==> src/rtl/mc_control_unit_if.sv <==
// Control bundle between the multi-cycle control FSM and the datapath.
// The master side (control unit) consumes opcode/flags and drives controls.
interface mc_control_unit_if;
  logic [5:0] opcode;
  logic       zero;
  logic       sign;
  logic [2:0] state;
  logic       PCWre;
  logic       IRWre;
  logic       InsMemRW;
  logic [2:0] ALUOp;
  logic       ALUSrcA;
  logic       ALUSrcB;
  logic       ExtSel;
  logic [1:0] RegDst;
  logic       WrRegDSrc;
  logic       DBDataSrc;
  logic       RegWre;
  logic       mRD;
  logic       mWR;
  logic [1:0] PCSrc;

  modport master (
    input  opcode, zero, sign,
    output state, PCWre, IRWre, InsMemRW,
    output ALUOp, ALUSrcA, ALUSrcB, ExtSel,
    output RegDst, WrRegDSrc, DBDataSrc,
    output RegWre, mRD, mWR, PCSrc
  );

  modport slave (
    output opcode, zero, sign,
    input  state, PCWre, IRWre, InsMemRW,
    input  ALUOp, ALUSrcA, ALUSrcB, ExtSel,
    input  RegDst, WrRegDSrc, DBDataSrc,
    input  RegWre, mRD, mWR, PCSrc
  );
endinterface

==> src/rtl/mc_control_unit.sv <==
// Multi-cycle MIPS control FSM: sequences IF/ID/EXE/MEM/WB and
// drives ALU function, datapath muxes and write enables.
module mc_control_unit (
  input logic               CLK,
  input logic               RST,
  mc_control_unit_if.master bus
);

  typedef enum logic [2:0] {
    S_IF     = 3'b000,
    S_ID     = 3'b001,
    S_EXE_LS = 3'b010,
    S_MEM    = 3'b011,
    S_WB_LD  = 3'b100,
    S_EXE_BR = 3'b101,
    S_EXE_AL = 3'b110,
    S_WB_AL  = 3'b111
  } state_t;

  localparam logic [5:0] OP_ADD   = 6'b000000;
  localparam logic [5:0] OP_SUB   = 6'b000001;
  localparam logic [5:0] OP_ADDIU = 6'b000010;
  localparam logic [5:0] OP_AND   = 6'b010000;
  localparam logic [5:0] OP_ANDI  = 6'b010001;
  localparam logic [5:0] OP_ORI   = 6'b010010;
  localparam logic [5:0] OP_XORI  = 6'b010011;
  localparam logic [5:0] OP_SLL   = 6'b011000;
  localparam logic [5:0] OP_SLTI  = 6'b100110;
  localparam logic [5:0] OP_SLT   = 6'b100111;
  localparam logic [5:0] OP_SW    = 6'b110000;
  localparam logic [5:0] OP_LW    = 6'b110001;
  localparam logic [5:0] OP_BEQ   = 6'b110100;
  localparam logic [5:0] OP_BNE   = 6'b110101;
  localparam logic [5:0] OP_BLTZ  = 6'b110110;
  localparam logic [5:0] OP_J     = 6'b111000;
  localparam logic [5:0] OP_JR    = 6'b111001;
  localparam logic [5:0] OP_JAL   = 6'b111010;
  localparam logic [5:0] OP_HALT  = 6'b111111;

  state_t cur;
  state_t nxt;

  logic is_add, is_sub, is_addiu, is_and;
  logic is_andi, is_ori, is_xori, is_sll;
  logic is_slti, is_slt, is_sw, is_lw;
  logic is_beq, is_bne, is_bltz;
  logic is_j, is_jr, is_jal, is_halt;
  logic is_alu, is_br, is_ls, is_jmp;
  logic br_taken;

  assign is_add   = bus.opcode == OP_ADD;
  assign is_sub   = bus.opcode == OP_SUB;
  assign is_addiu = bus.opcode == OP_ADDIU;
  assign is_and   = bus.opcode == OP_AND;
  assign is_andi  = bus.opcode == OP_ANDI;
  assign is_ori   = bus.opcode == OP_ORI;
  assign is_xori  = bus.opcode == OP_XORI;
  assign is_sll   = bus.opcode == OP_SLL;
  assign is_slti  = bus.opcode == OP_SLTI;
  assign is_slt   = bus.opcode == OP_SLT;
  assign is_sw    = bus.opcode == OP_SW;
  assign is_lw    = bus.opcode == OP_LW;
  assign is_beq   = bus.opcode == OP_BEQ;
  assign is_bne   = bus.opcode == OP_BNE;
  assign is_bltz  = bus.opcode == OP_BLTZ;
  assign is_j     = bus.opcode == OP_J;
  assign is_jr    = bus.opcode == OP_JR;
  assign is_jal   = bus.opcode == OP_JAL;
  assign is_halt  = bus.opcode == OP_HALT;

  assign is_alu = is_add | is_sub | is_addiu | is_and
                | is_andi | is_ori | is_xori | is_sll
                | is_slti | is_slt;
  assign is_br  = is_beq | is_bne | is_bltz;
  assign is_ls  = is_sw | is_lw;
  assign is_jmp = is_j | is_jr | is_jal;

  assign br_taken = (is_beq & bus.zero)
                  | (is_bne & ~bus.zero)
                  | (is_bltz & bus.sign);

  // ALU-class decode, shared by S_EXE_AL and S_WB_AL
  logic [2:0] al_op;
  logic       al_imm;
  logic       al_sha;
  logic       al_ext;
  logic       al_rtype;

  always_comb begin
    al_op    = 3'b000;
    al_imm   = 1'b0;
    al_sha   = 1'b0;
    al_ext   = 1'b1;
    al_rtype = 1'b0;
    unique case (1'b1)
      is_add: al_rtype = 1'b1;
      is_sub: begin
        al_op    = 3'b001;
        al_rtype = 1'b1;
      end
      is_addiu: al_imm = 1'b1;
      is_and: begin
        al_op    = 3'b110;
        al_rtype = 1'b1;
      end
      is_andi: begin
        al_op  = 3'b110;
        al_imm = 1'b1;
        al_ext = 1'b0;
      end
      is_ori: begin
        al_op  = 3'b101;
        al_imm = 1'b1;
        al_ext = 1'b0;
      end
      is_xori: begin
        al_op  = 3'b111;
        al_imm = 1'b1;
        al_ext = 1'b0;
      end
      is_sll: begin
        al_op    = 3'b100;
        al_sha   = 1'b1;
        al_rtype = 1'b1;
      end
      is_slti: begin
        al_op  = 3'b011;
        al_imm = 1'b1;
      end
      is_slt: begin
        al_op    = 3'b011;
        al_rtype = 1'b1;
      end
      default: al_op = 3'b000;
    endcase
  end

  always_ff @(posedge CLK) begin
    if (RST) cur <= S_IF;
    else     cur <= nxt;
  end

  logic       pc_wre;
  logic       ir_wre;
  logic       ins_rd;
  logic [2:0] alu_op;
  logic       src_a;
  logic       src_b;
  logic       ext_sel;
  logic [1:0] reg_dst;
  logic       wr_src;
  logic       db_src;
  logic       reg_wre;
  logic       m_rd;
  logic       m_wr;
  logic [1:0] pc_src;

  always_comb begin
    nxt     = cur;
    pc_wre  = 1'b0;
    ir_wre  = 1'b0;
    ins_rd  = 1'b0;
    alu_op  = 3'b000;
    src_a   = 1'b0;
    src_b   = 1'b0;
    ext_sel = 1'b0;
    reg_dst = 2'b00;
    wr_src  = 1'b0;
    db_src  = 1'b0;
    reg_wre = 1'b0;
    m_rd    = 1'b0;
    m_wr    = 1'b0;
    pc_src  = 2'b00;
    // Reset masks every strobe so an abandoned instruction writes nothing
    if (RST) begin
      nxt = S_IF;
    end else begin
      unique case (cur)
        S_IF: begin
          ir_wre = 1'b1;
          ins_rd = 1'b1;
          nxt    = S_ID;
        end
        S_ID: begin
          unique case (1'b1)
            is_halt: nxt = S_ID;
            is_jmp: begin
              pc_wre = 1'b1;
              pc_src = is_jr ? 2'b10 : 2'b11;
              if (is_jal) begin
                reg_wre = 1'b1;
                reg_dst = 2'b10;
                wr_src  = 1'b0;
              end
              nxt = S_IF;
            end
            is_br:  nxt = S_EXE_BR;
            is_ls:  nxt = S_EXE_LS;
            is_alu: nxt = S_EXE_AL;
            default: begin
              pc_wre = 1'b1;
              nxt    = S_IF;
            end
          endcase
        end
        S_EXE_AL: begin
          alu_op  = al_op;
          src_a   = al_sha;
          src_b   = al_imm;
          ext_sel = al_ext;
          nxt     = S_WB_AL;
        end
        S_WB_AL: begin
          alu_op  = al_op;
          src_a   = al_sha;
          src_b   = al_imm;
          ext_sel = al_ext;
          reg_wre = 1'b1;
          db_src  = 1'b0;
          wr_src  = 1'b1;
          reg_dst = al_rtype ? 2'b01 : 2'b00;
          pc_wre  = 1'b1;
          nxt     = S_IF;
        end
        S_EXE_BR: begin
          alu_op = 3'b001;
          src_b  = 1'b0;
          pc_wre = 1'b1;
          pc_src = br_taken ? 2'b01 : 2'b00;
          nxt    = S_IF;
        end
        S_EXE_LS: begin
          alu_op  = 3'b000;
          src_b   = 1'b1;
          ext_sel = 1'b1;
          nxt     = S_MEM;
        end
        S_MEM: begin
          if (is_sw) begin
            m_wr   = 1'b1;
            pc_wre = 1'b1;
            nxt    = S_IF;
          end else begin
            m_rd = 1'b1;
            nxt  = S_WB_LD;
          end
        end
        S_WB_LD: begin
          m_rd    = 1'b1;
          reg_wre = 1'b1;
          db_src  = 1'b1;
          wr_src  = 1'b1;
          reg_dst = 2'b00;
          pc_wre  = 1'b1;
          nxt     = S_IF;
        end
      endcase
    end
  end

  assign bus.state     = cur;
  assign bus.PCWre     = pc_wre;
  assign bus.IRWre     = ir_wre;
  assign bus.InsMemRW  = ins_rd;
  assign bus.ALUOp     = alu_op;
  assign bus.ALUSrcA   = src_a;
  assign bus.ALUSrcB   = src_b;
  assign bus.ExtSel    = ext_sel;
  assign bus.RegDst    = reg_dst;
  assign bus.WrRegDSrc = wr_src;
  assign bus.DBDataSrc = db_src;
  assign bus.RegWre    = reg_wre;
  assign bus.mRD       = m_rd;
  assign bus.mWR       = m_wr;
  assign bus.PCSrc     = pc_src;

endmodule

==> src/flat_wrapper.sv <==
// flat-port wrapper written by rule: the top's interface ports become plain ports
module mc_control_unit_flat 
  (CLK, RST, bus_opcode, bus_zero, bus_sign, bus_state, bus_PCWre, bus_IRWre, bus_InsMemRW, bus_ALUOp, bus_ALUSrcA, bus_ALUSrcB, bus_ExtSel, bus_RegDst, bus_WrRegDSrc, bus_DBDataSrc, bus_RegWre, bus_mRD, bus_mWR, bus_PCSrc);
  mc_control_unit_if bus_i ();
  input logic CLK;
  input logic RST;
  input wire logic [$bits(bus_i.opcode)-1:0] bus_opcode;
  input wire logic [$bits(bus_i.zero)-1:0] bus_zero;
  input wire logic [$bits(bus_i.sign)-1:0] bus_sign;
  output wire logic [$bits(bus_i.state)-1:0] bus_state;
  output wire logic [$bits(bus_i.PCWre)-1:0] bus_PCWre;
  output wire logic [$bits(bus_i.IRWre)-1:0] bus_IRWre;
  output wire logic [$bits(bus_i.InsMemRW)-1:0] bus_InsMemRW;
  output wire logic [$bits(bus_i.ALUOp)-1:0] bus_ALUOp;
  output wire logic [$bits(bus_i.ALUSrcA)-1:0] bus_ALUSrcA;
  output wire logic [$bits(bus_i.ALUSrcB)-1:0] bus_ALUSrcB;
  output wire logic [$bits(bus_i.ExtSel)-1:0] bus_ExtSel;
  output wire logic [$bits(bus_i.RegDst)-1:0] bus_RegDst;
  output wire logic [$bits(bus_i.WrRegDSrc)-1:0] bus_WrRegDSrc;
  output wire logic [$bits(bus_i.DBDataSrc)-1:0] bus_DBDataSrc;
  output wire logic [$bits(bus_i.RegWre)-1:0] bus_RegWre;
  output wire logic [$bits(bus_i.mRD)-1:0] bus_mRD;
  output wire logic [$bits(bus_i.mWR)-1:0] bus_mWR;
  output wire logic [$bits(bus_i.PCSrc)-1:0] bus_PCSrc;
  assign bus_i.opcode = bus_opcode;
  assign bus_i.zero = bus_zero;
  assign bus_i.sign = bus_sign;
  assign bus_state = bus_i.state;
  assign bus_PCWre = bus_i.PCWre;
  assign bus_IRWre = bus_i.IRWre;
  assign bus_InsMemRW = bus_i.InsMemRW;
  assign bus_ALUOp = bus_i.ALUOp;
  assign bus_ALUSrcA = bus_i.ALUSrcA;
  assign bus_ALUSrcB = bus_i.ALUSrcB;
  assign bus_ExtSel = bus_i.ExtSel;
  assign bus_RegDst = bus_i.RegDst;
  assign bus_WrRegDSrc = bus_i.WrRegDSrc;
  assign bus_DBDataSrc = bus_i.DBDataSrc;
  assign bus_RegWre = bus_i.RegWre;
  assign bus_mRD = bus_i.mRD;
  assign bus_mWR = bus_i.mWR;
  assign bus_PCSrc = bus_i.PCSrc;
  mc_control_unit u_core (.CLK(CLK), .RST(RST), .bus(bus_i));
endmodule
==> config.mk <==
export PLATFORM = sky130hd
export DESIGN_NAME = mc_control_unit_flat
export DESIGN_NICKNAME = d
export VERILOG_FILES = /design/src/rtl/mc_control_unit_if.sv /design/src/rtl/mc_control_unit.sv /design/src/flat_wrapper.sv
export SDC_FILE = /design/constraint.sdc
export NUM_CORES = 1
export LEC_CHECK = 0
export ABC_AREA = 1
export CELL_PAD_IN_SITES_DETAIL_PLACEMENT = 1
export CELL_PAD_IN_SITES_GLOBAL_PLACEMENT = 1
export CORE_MARGIN = 3
export CORE_UTILIZATION = 25
export DETAILED_ROUTE_END_ITERATION = 10
export MAX_ROUTING_LAYER = met4
export PLACE_DENSITY = 0.82
export SLEW_MARGIN = 20
export SYNTH_ARGS = -nofsm -noshare
export SYNTH_HDL_FRONTEND = slang
export SYNTH_SLANG_ARGS = --single-unit
==> constraint.sdc <==
create_clock -name CLK -period 1.5 [get_ports CLK]
set_input_delay 0.3 -clock CLK [delete_from_list [all_inputs] [get_ports CLK]]
set_output_delay 0.3 -clock CLK [all_outputs]
set_load 0.05 [all_outputs]
==> results of run 1 <==
==> cells in the mapped netlist, drive strengths merged <==
cell type and number:
a21oi 12, buf 2, nand2 29, a22oi 1
o21ai 3, nor4 2, nor3 4, nand4 4
nor2 26, dfxtp 3, o211ai 1, clkbuf 2
nand3 15, inv 21
==> stage by stage <==
stage,cells,util,TNS (ns)
3_3_place_gp,214,0.709,-9.80
3_5_place_dp,214,0.709,-12.51
2_1_floorplan,125,-,-0.755
==> cells by family after synthesis <==
| group | Yosys count |
|---|---|
| and+or+nand+nor | 80 |
| buffers and inverters | 25 |
| AOI/OAI and AO/OA | 17 |
| DFF | 3 |
==> metrics, run 1 <==
worst slack at placement=-0.919 ns; Core Rows=17; Seq cells post-synth=3; Buffers on Ports=30; hold_buf cts=0; Yosys warnings=0; post-synthesis compound-gate area fraction=0.149; dpl hpwl=between 3000 and 4000 um; Vert. Die Dim=around 57 um; Synth Area in Adders=0; Initial Utilization=0.279; CTS root buf=clkbuf_4; I/O pin count=31; sequential element share of the synthesized area=0.0920; main combinational cell family by area after synthesis=simple AND/OR/NAND/NOR gates; Yosys top cell area share=0.167; Num CTS Buffers=3; multiplexer share of the synthesized area=0; H-tree lvl count=1; Post-Synth XOR/XNOR Area=0; post-CTS setup buffers=11; GP Congestion=0.894; Mapped Cells=about 130; failing step=clock tree synthesis (4_1_cts); tool error=[ERROR DPL-0033] detailed placement checks failed during check placement.; status=did not finish; area leader, netlist=nand2_1; Yosys cell types=22; Syn Nets=~140; Syn Std Cell Area=~650 um^2; Synth area leaders=nand2_1 (17%), nand3_1 (10%), nor2_1 (9.8%); CTS resizes=110; Synth Area in Simple Gates=0.607; clock sink count=3; dpl cell area=approximately 1700 um^2; maximum clock path buffer count=2; Die Width=roughly 57 um; Synth Area per Inst=between 5 and 6 um^2
==> run 2: changes to the inputs <==
--- a/config.mk
+++ b/config.mk
@@ -6,13 +6,10 @@
 export NUM_CORES = 1
 export LEC_CHECK = 0
 export ABC_AREA = 1
-export CELL_PAD_IN_SITES_DETAIL_PLACEMENT = 1
-export CELL_PAD_IN_SITES_GLOBAL_PLACEMENT = 1
-export CORE_MARGIN = 3
-export CORE_UTILIZATION = 25
+export CORE_AREA = 3 3 64 66
 export DETAILED_ROUTE_END_ITERATION = 10
-export MAX_ROUTING_LAYER = met4
-export PLACE_DENSITY = 0.82
+export DIE_AREA = 0 0 67 69
+export PLACE_DENSITY_LB_ADDON = 0.15
 export SLEW_MARGIN = 20
 export SYNTH_ARGS = -nofsm -noshare
 export SYNTH_HDL_FRONTEND = slang
==> run 2 against run 1 <==
Compared with the run above:
- the flow now finishes, with violations (negative setup slack)
- area after synthesis unchanged
- synthesized cell count unchanged
==> metrics, run 2 <==
maxcap violations=0; main flop type after synthesis=dfxtp_1; list of most frequent post-synthesis cells=nand2_1 (29), nor2_1 (17), inv_1 (16); clock-pin transition on the worst setup and hold timing paths=0.04 ns; clock sink count=3; Syn Nets=between 100 and 150; Top cell by count, worst path=nor2_4; most frequent cells in the layout=buf_4 (36), buf_12 (22), nor2_4 (19); hold path endpoint=u_core.bus.state[0]; TNS Setup=-1.96 ns; dpl hpwl=between 2000 and 2500 um; Routed WL=approximately 3300 um; TritonCTS clock tree=done; Clock Skews=around 0.0066 ns; Worst setup SP type=flop; global route overflow=0; dpl cell area=1670 um^2; Initial Utilization=0.180; R2R depth=6; maximum clock path buffer count=2; GP Congestion=slightly above 0.8; hold depth=6; DRC=0; most numerous cell in the Yosys netlist=nand2_1; Vert. Die Dim=~69 um; sequential element share of the synthesized area=0.0920; Largest register FFs=3; Yosys top cell area share=0.167; DRT iter0 DRCs=30; register area=around 71 um^2; period utilization=1.15; hold_buf cts=0; crit path from=u_core.bus.state[0]; Worst Setup End Kind=output pin; Buffers on Ports=30; Fin Hold WS=about 0.54 ns; combinational share of power=0.595; share of layout cells above drive strength 1=0.825; Synth area leaders=nand2_1 (17%), nand3_1 (10%), nor2_1 (9.8%); footprint of the multi-input gates=approximately 910 um^2; CP Cell Sequence=inv_6 -> nor2_4 -> nand2_4 -> nor2_4 -> nand4_1 -> a21oi_4 -> buf_12; Critical Path AT=1.43 ns; fin crit period=between 1.5 and 2 ns; Post-synth EDFFs=0; largest net degree at the start of global routing=10; slew margin rel.=0.815; Final Net Count=between 200 and 250; Hold WC Path Type=input port to flop; crit path buf inv count=2; Syn Std Cell Area=between 600 and 700 um^2; vias per cell=~4.4; Area Growth Syn to Fin=232%; design area=2170 um^2; Die Area=about 4600 um^2; internal power=between 0.5 and 0.6 mW; Mapped Cells=125; CP top delay family=simple AND/OR/NAND/NOR gates; worst slack at placement=-0.737 ns; fill count=approximately 310; worst-skew pair later-pin latency=0.22 ns; GRT Overall Usage=0.141; vias in the first global route=~1,200; Net Sw Power=roughly 0.33 mW; pwr dens=approximately 380 nW/um^2; RSZ-0062 raised after global routing=yes; VDD IR-drop max=between 0.2 and 0.25 mV; status=finished, violations left; core area=roughly 3600 um^2; power share of the sequential group=0.112; placed cells=between 200 and 250; asr flop ratio synth=0; f_max=between 500 and 600 MHz; Seq cells post-synth=3; CTS root buf=clkbuf_8; pins over their slew limit=0; clock share of power=0.293; H-tree lvl count=1; HP Start=bus_opcode[3]; Core Rows=22; Initial DRT Pass Iterations=4; Routed Antenna Nets=0; Yosys warnings=0; first-pass GRT wire length=~5000 um; Post-Layout Cell Count=between 200 and 300; crit-path max cell delay=approximately 0.37 ns; Yosys cell types=22; sw frac=0.399; fin util=0.597; Critical Path RT=roughly 1.2 ns; Synth Area per Inst=5.23 um^2; leading cell type in the layout, fill and taps excluded=buf_4; flop2flop setup slack=about 0.4 ns; Leak=roughly 0.90 nW; slowest CP cell=dfxtp_4; Final WS setup=-0.225 ns; failing checks=negative setup slack; initial antenna violation count=0; FF-to-FF Start=u_core.bus.state[0]; Pwr Total=~0.83 mW; crit path kind=flop to output pin; r2r endpoint=u_core.bus.state[2]; Max FO, Critical Path=3; measured slew at the worst slew-check pin=between 0.2 and 0.3 ns; Diodes inserted=0; WL/cell=between 10 and 15 um; final setup fails=17; Num CTS Buffers=3; area leader, netlist=nand2_1; Die Width=about 67 um; I/O pin count=31; Final Hold Fails=0; vias=approximately 1,100
==> run 2: cell counts after synthesis <==
Identical to the previous run, type by type.
==> run 2: metal layers <==
| metal | wire (um) | vias to the layer above | track usage | share of wire |
|---|---|---|---|---|
| met5 | 0 | - | 0 | 0 |
| met4 | 50 | 0 | 0.0698 | 0.015 |
| met3 | 103 | 4 | 0.00651 | 0.031 |
| met2 | 1760 | 31 | 0.242 | 0.53 |
| met1 | 1390 | 524 | 0.173 | 0.42 |
| li1 | - | 569 | - | - |
==> run 2: how the worst max path moves through the flow <==
stage	to	cells after the start
detailed placement	bus_PCWre	8
CTS	bus_PCSrc[0]	6
finish	bus_PCSrc[0]	7
floorplan	bus_InsMemRW	3
global placement	bus_PCWre	8
global route	bus_PCWre	9
==> run 2: cells by family after synthesis <==
group,after synthesis,synth area share
AOI/OAI and AO/OA,17,0.149
buffers and inverters,25,0.151
DFF,3,0.0920
and+or+nand+nor,80,0.607
==> run 2: tightest hold or removal path, delay by kind of cell <==
kind                   cells  cell delay [ns]
AOI/OAI and AO/OA          1             0.05
buffers and inverters      1             0.10
and+or+nand+nor            4             0.26
==> run 2: cell type report <==
| type | instances | share of cell area |
|---|---|---|
| Clock buffer | 4 | 0.0208 |
| Inverter | 21 | 0.0496 |
| Multi-Input combinational cell | 97 | 0.420 |
| Sequential cell | 3 | 0.0329 |
| Tap cell | 48 | 0.0277 |
| Timing Repair Buffer | 81 | 0.449 |
==> run 2: what timing repair did <==
item	4_1_cts	5_1_grt
pin swaps	28	21
gates cloned	0	0
buffers inserted	12	8
setup endpoints to repair	20	18
resized for setup	94	36
==> run 2: power by group through the flow <==
stage | sequential (mW) | combinational (mW) | clock (mW)
after CTS | 0.0915 | 0.445 | 0.247
after floorplan | 0.111 | 0.184 | 0
after global placement | 0.0916 | 0.376 | 0
after detailed placement | 0.0915 | 0.380 | 0
final | 0.0929 | 0.496 | 0.244
after global routing | 0.0933 | 0.525 | 0.251
No activity file was read; power rests on OpenSTA's default activity.
==> run 3: changes to the inputs <==
--- a/config.mk
+++ b/config.mk
@@ -6,9 +6,9 @@
 export NUM_CORES = 1
 export LEC_CHECK = 0
 export ABC_AREA = 1
-export CORE_AREA = 3 3 64 66
+export CORE_AREA = 2 2 63 65
 export DETAILED_ROUTE_END_ITERATION = 10
-export DIE_AREA = 0 0 67 69
+export DIE_AREA = 0 0 65 67
 export PLACE_DENSITY_LB_ADDON = 0.15
 export SLEW_MARGIN = 20
 export SYNTH_ARGS = -nofsm -noshare
==> run 3 against run 2 <==
Compared with the run above:
- the run still ends with negative setup slack left
- via count decreased by 0.89%
- count of clock-buffer cells in the layout stayed put
- non-clock buffer count shrank 2
- combinational power down 8.3%
- worst hold slack got worse by 0.0093 ns
- setup slack improved by 0.034 ns
- register-to-register slack worse by 0.15 ns
- global-route usage about the same
- clock power down 4%
- maximum frequency up 2.0%
==> metrics, run 3 (synthesis gave the netlist of run 2 again) <==
status=finished, violations left; failing checks=negative setup slack; crit path buf inv count=2; share of layout cells above drive strength 1=0.779; CP top delay family=simple AND/OR/NAND/NOR gates; clock sink count=3; slowest CP cell=dfxtp_4; TritonCTS clock tree=done; Final Net Count=between 200 and 250; Critical Path AT=~1.4 ns; pwr dens=386 nW/um^2; GRT Overall Usage=0.141; TNS Setup=-1.67 ns; period utilization=1.13; slew margin rel.=0.795; core area=3610 um^2; Fin Hold WS=~0.53 ns; measured slew at the worst slew-check pin=0.305 ns; maximum clock path buffer count=2; Leak=roughly 0.85 nW; CTS root buf=clkbuf_8; I/O pin count=31; combinational share of power=0.582; Area Growth Syn to Fin=210%; Routed Antenna Nets=0; Routed WL=roughly 3000 um; final setup fails=18; crit path kind=flop to output pin; hold_buf cts=0; Net Sw Power=roughly 0.3 mW; GP Congestion=approximately 0.81; vias=between 1,000 and 1,500; hold depth=6; Core Rows=22; WL/cell=about 12 um; dpl hpwl=2210 um; Die Width=roughly 65 um; power share of the sequential group=0.119; Initial DRT Pass Iterations=4; first-pass GRT wire length=4900 um; Num CTS Buffers=3; Vert. Die Dim=roughly 67 um; most frequent cells in the layout=buf_4 (40), buf_12 (20), nand2_1 (16); clock share of power=0.299; VDD IR-drop max=roughly 0.22 mV; DRC=0; Worst Setup End Kind=output pin; Diodes inserted=0; H-tree lvl count=1; Pwr Total=roughly 0.78 mW; Final WS setup=-0.191 ns; vias in the first global route=1,106; RSZ-0062 raised after global routing=yes; largest net degree at the start of global routing=9; CP Cell Sequence=inv_6 -> nor2_4 -> nand2_4 -> nor2_2 -> nand4_1 -> a21oi_4 -> buf_12; Clock Skews=about 0.0028 ns; crit-path max cell delay=~0.36 ns; clock-pin transition on the worst setup and hold timing paths=0.03 ns; Worst setup SP type=flop; worst-skew pair later-pin latency=around 0.22 ns; Initial Utilization=0.181; global route overflow=0; vias per cell=~4.4; pins over their slew limit=0; Buffers on Ports=30; path length in cells of the critical path=7; Die Area=roughly 4400 um^2; DRT iter0 DRCs=23; maxcap violations=0; Largest register FFs=3; Max FO, Critical Path=5; Final Hold Fails=0; sw frac=0.387; Hold WC Path Type=input port to flop; Critical Path RT=1.20 ns; f_max=around 590 MHz; initial antenna violation count=0; fin crit period=about 1.7 ns; leading cell type in the layout, fill and taps excluded=buf_4; internal power=0.479 mW; R2R depth=7
[run 3: changes by cell type in the layout (fill, tap and decap cells not counted), sizes merged]
cell / delta
buf: -1
clkbuf: -1
clkinv: +1
dlygate4sd2: -1
dlymetal6s2s: +1
inv: -1
[run 3: worst min-delay path: stages]
cell	delay, ns
buf_6	0.10
nor2_4	0.06
nand3_2	0.07
nand2_2	0.06
nand2_1	0.06
a21oi_1	0.06
[run 3: path summary, 6_finish.rpt]
check | startpoint | to | slack (ns)
worst min-delay path | bus_opcode[3] | u_core.bus.state[0] | 0.53
worst min register to register | u_core.bus.state[0] | u_core.bus.state[0] | 0.59
worst max register to register | u_core.bus.state[2] | u_core.bus.state[2] | 0.24
worst max-delay path | u_core.bus.state[0] | bus_PCWre | -0.19
[run 3: area by class of cell]
class	count	area [um^2]
tap	48	60.1
timing repair buffer	79	915
clock buffer	4	45.0
multi-input combinational	97	831
inverter	21	103
sequential	3	71.3
fill	315	1580
[run 3: per-stage QoR]
stage,util,worst slack (ns),instances,cell area (um^2)
after floorplan,-,-0.205,125,920
after global placement,0.470,-0.733,237,1690
after detailed placement,0.470,-0.715,237,1690
after CTS,0.530,-0.193,245,1910
after global routing,0.561,-0.258,252,2020
final,0.561,-0.191,252,2020
[run 3: layer usage]
metal,up-vias,GRT usage,part of all wire
li1,566,-,-
met1,526,0.180,0.42
met2,22,0.258,0.53
met3,4,0.00845,0.030
met4,0,0.0293,0.014
met5,-,0,0
[run 3: power by group through the flow]
stage / combinational (mW) / sequential [mW] / clock [mW]
finish: 0.455 / 0.0928 / 0.234
global route: 0.481 / 0.0941 / 0.247
CTS: 0.428 / 0.0914 / 0.244
global placement: 0.381 / 0.0926 / 0
floorplan: 0.184 / 0.111 / 0
detailed placement: 0.383 / 0.0928 / 0
[run 3: timing repair]
| action | 4_1_cts | 5_1_grt |
|---|---|---|
| pin swaps | 23 | 13 |
| setup endpoints to repair | 20 | 18 |
| gates resized for setup | 82 | 24 |
| buffers inserted | 4 | 7 |
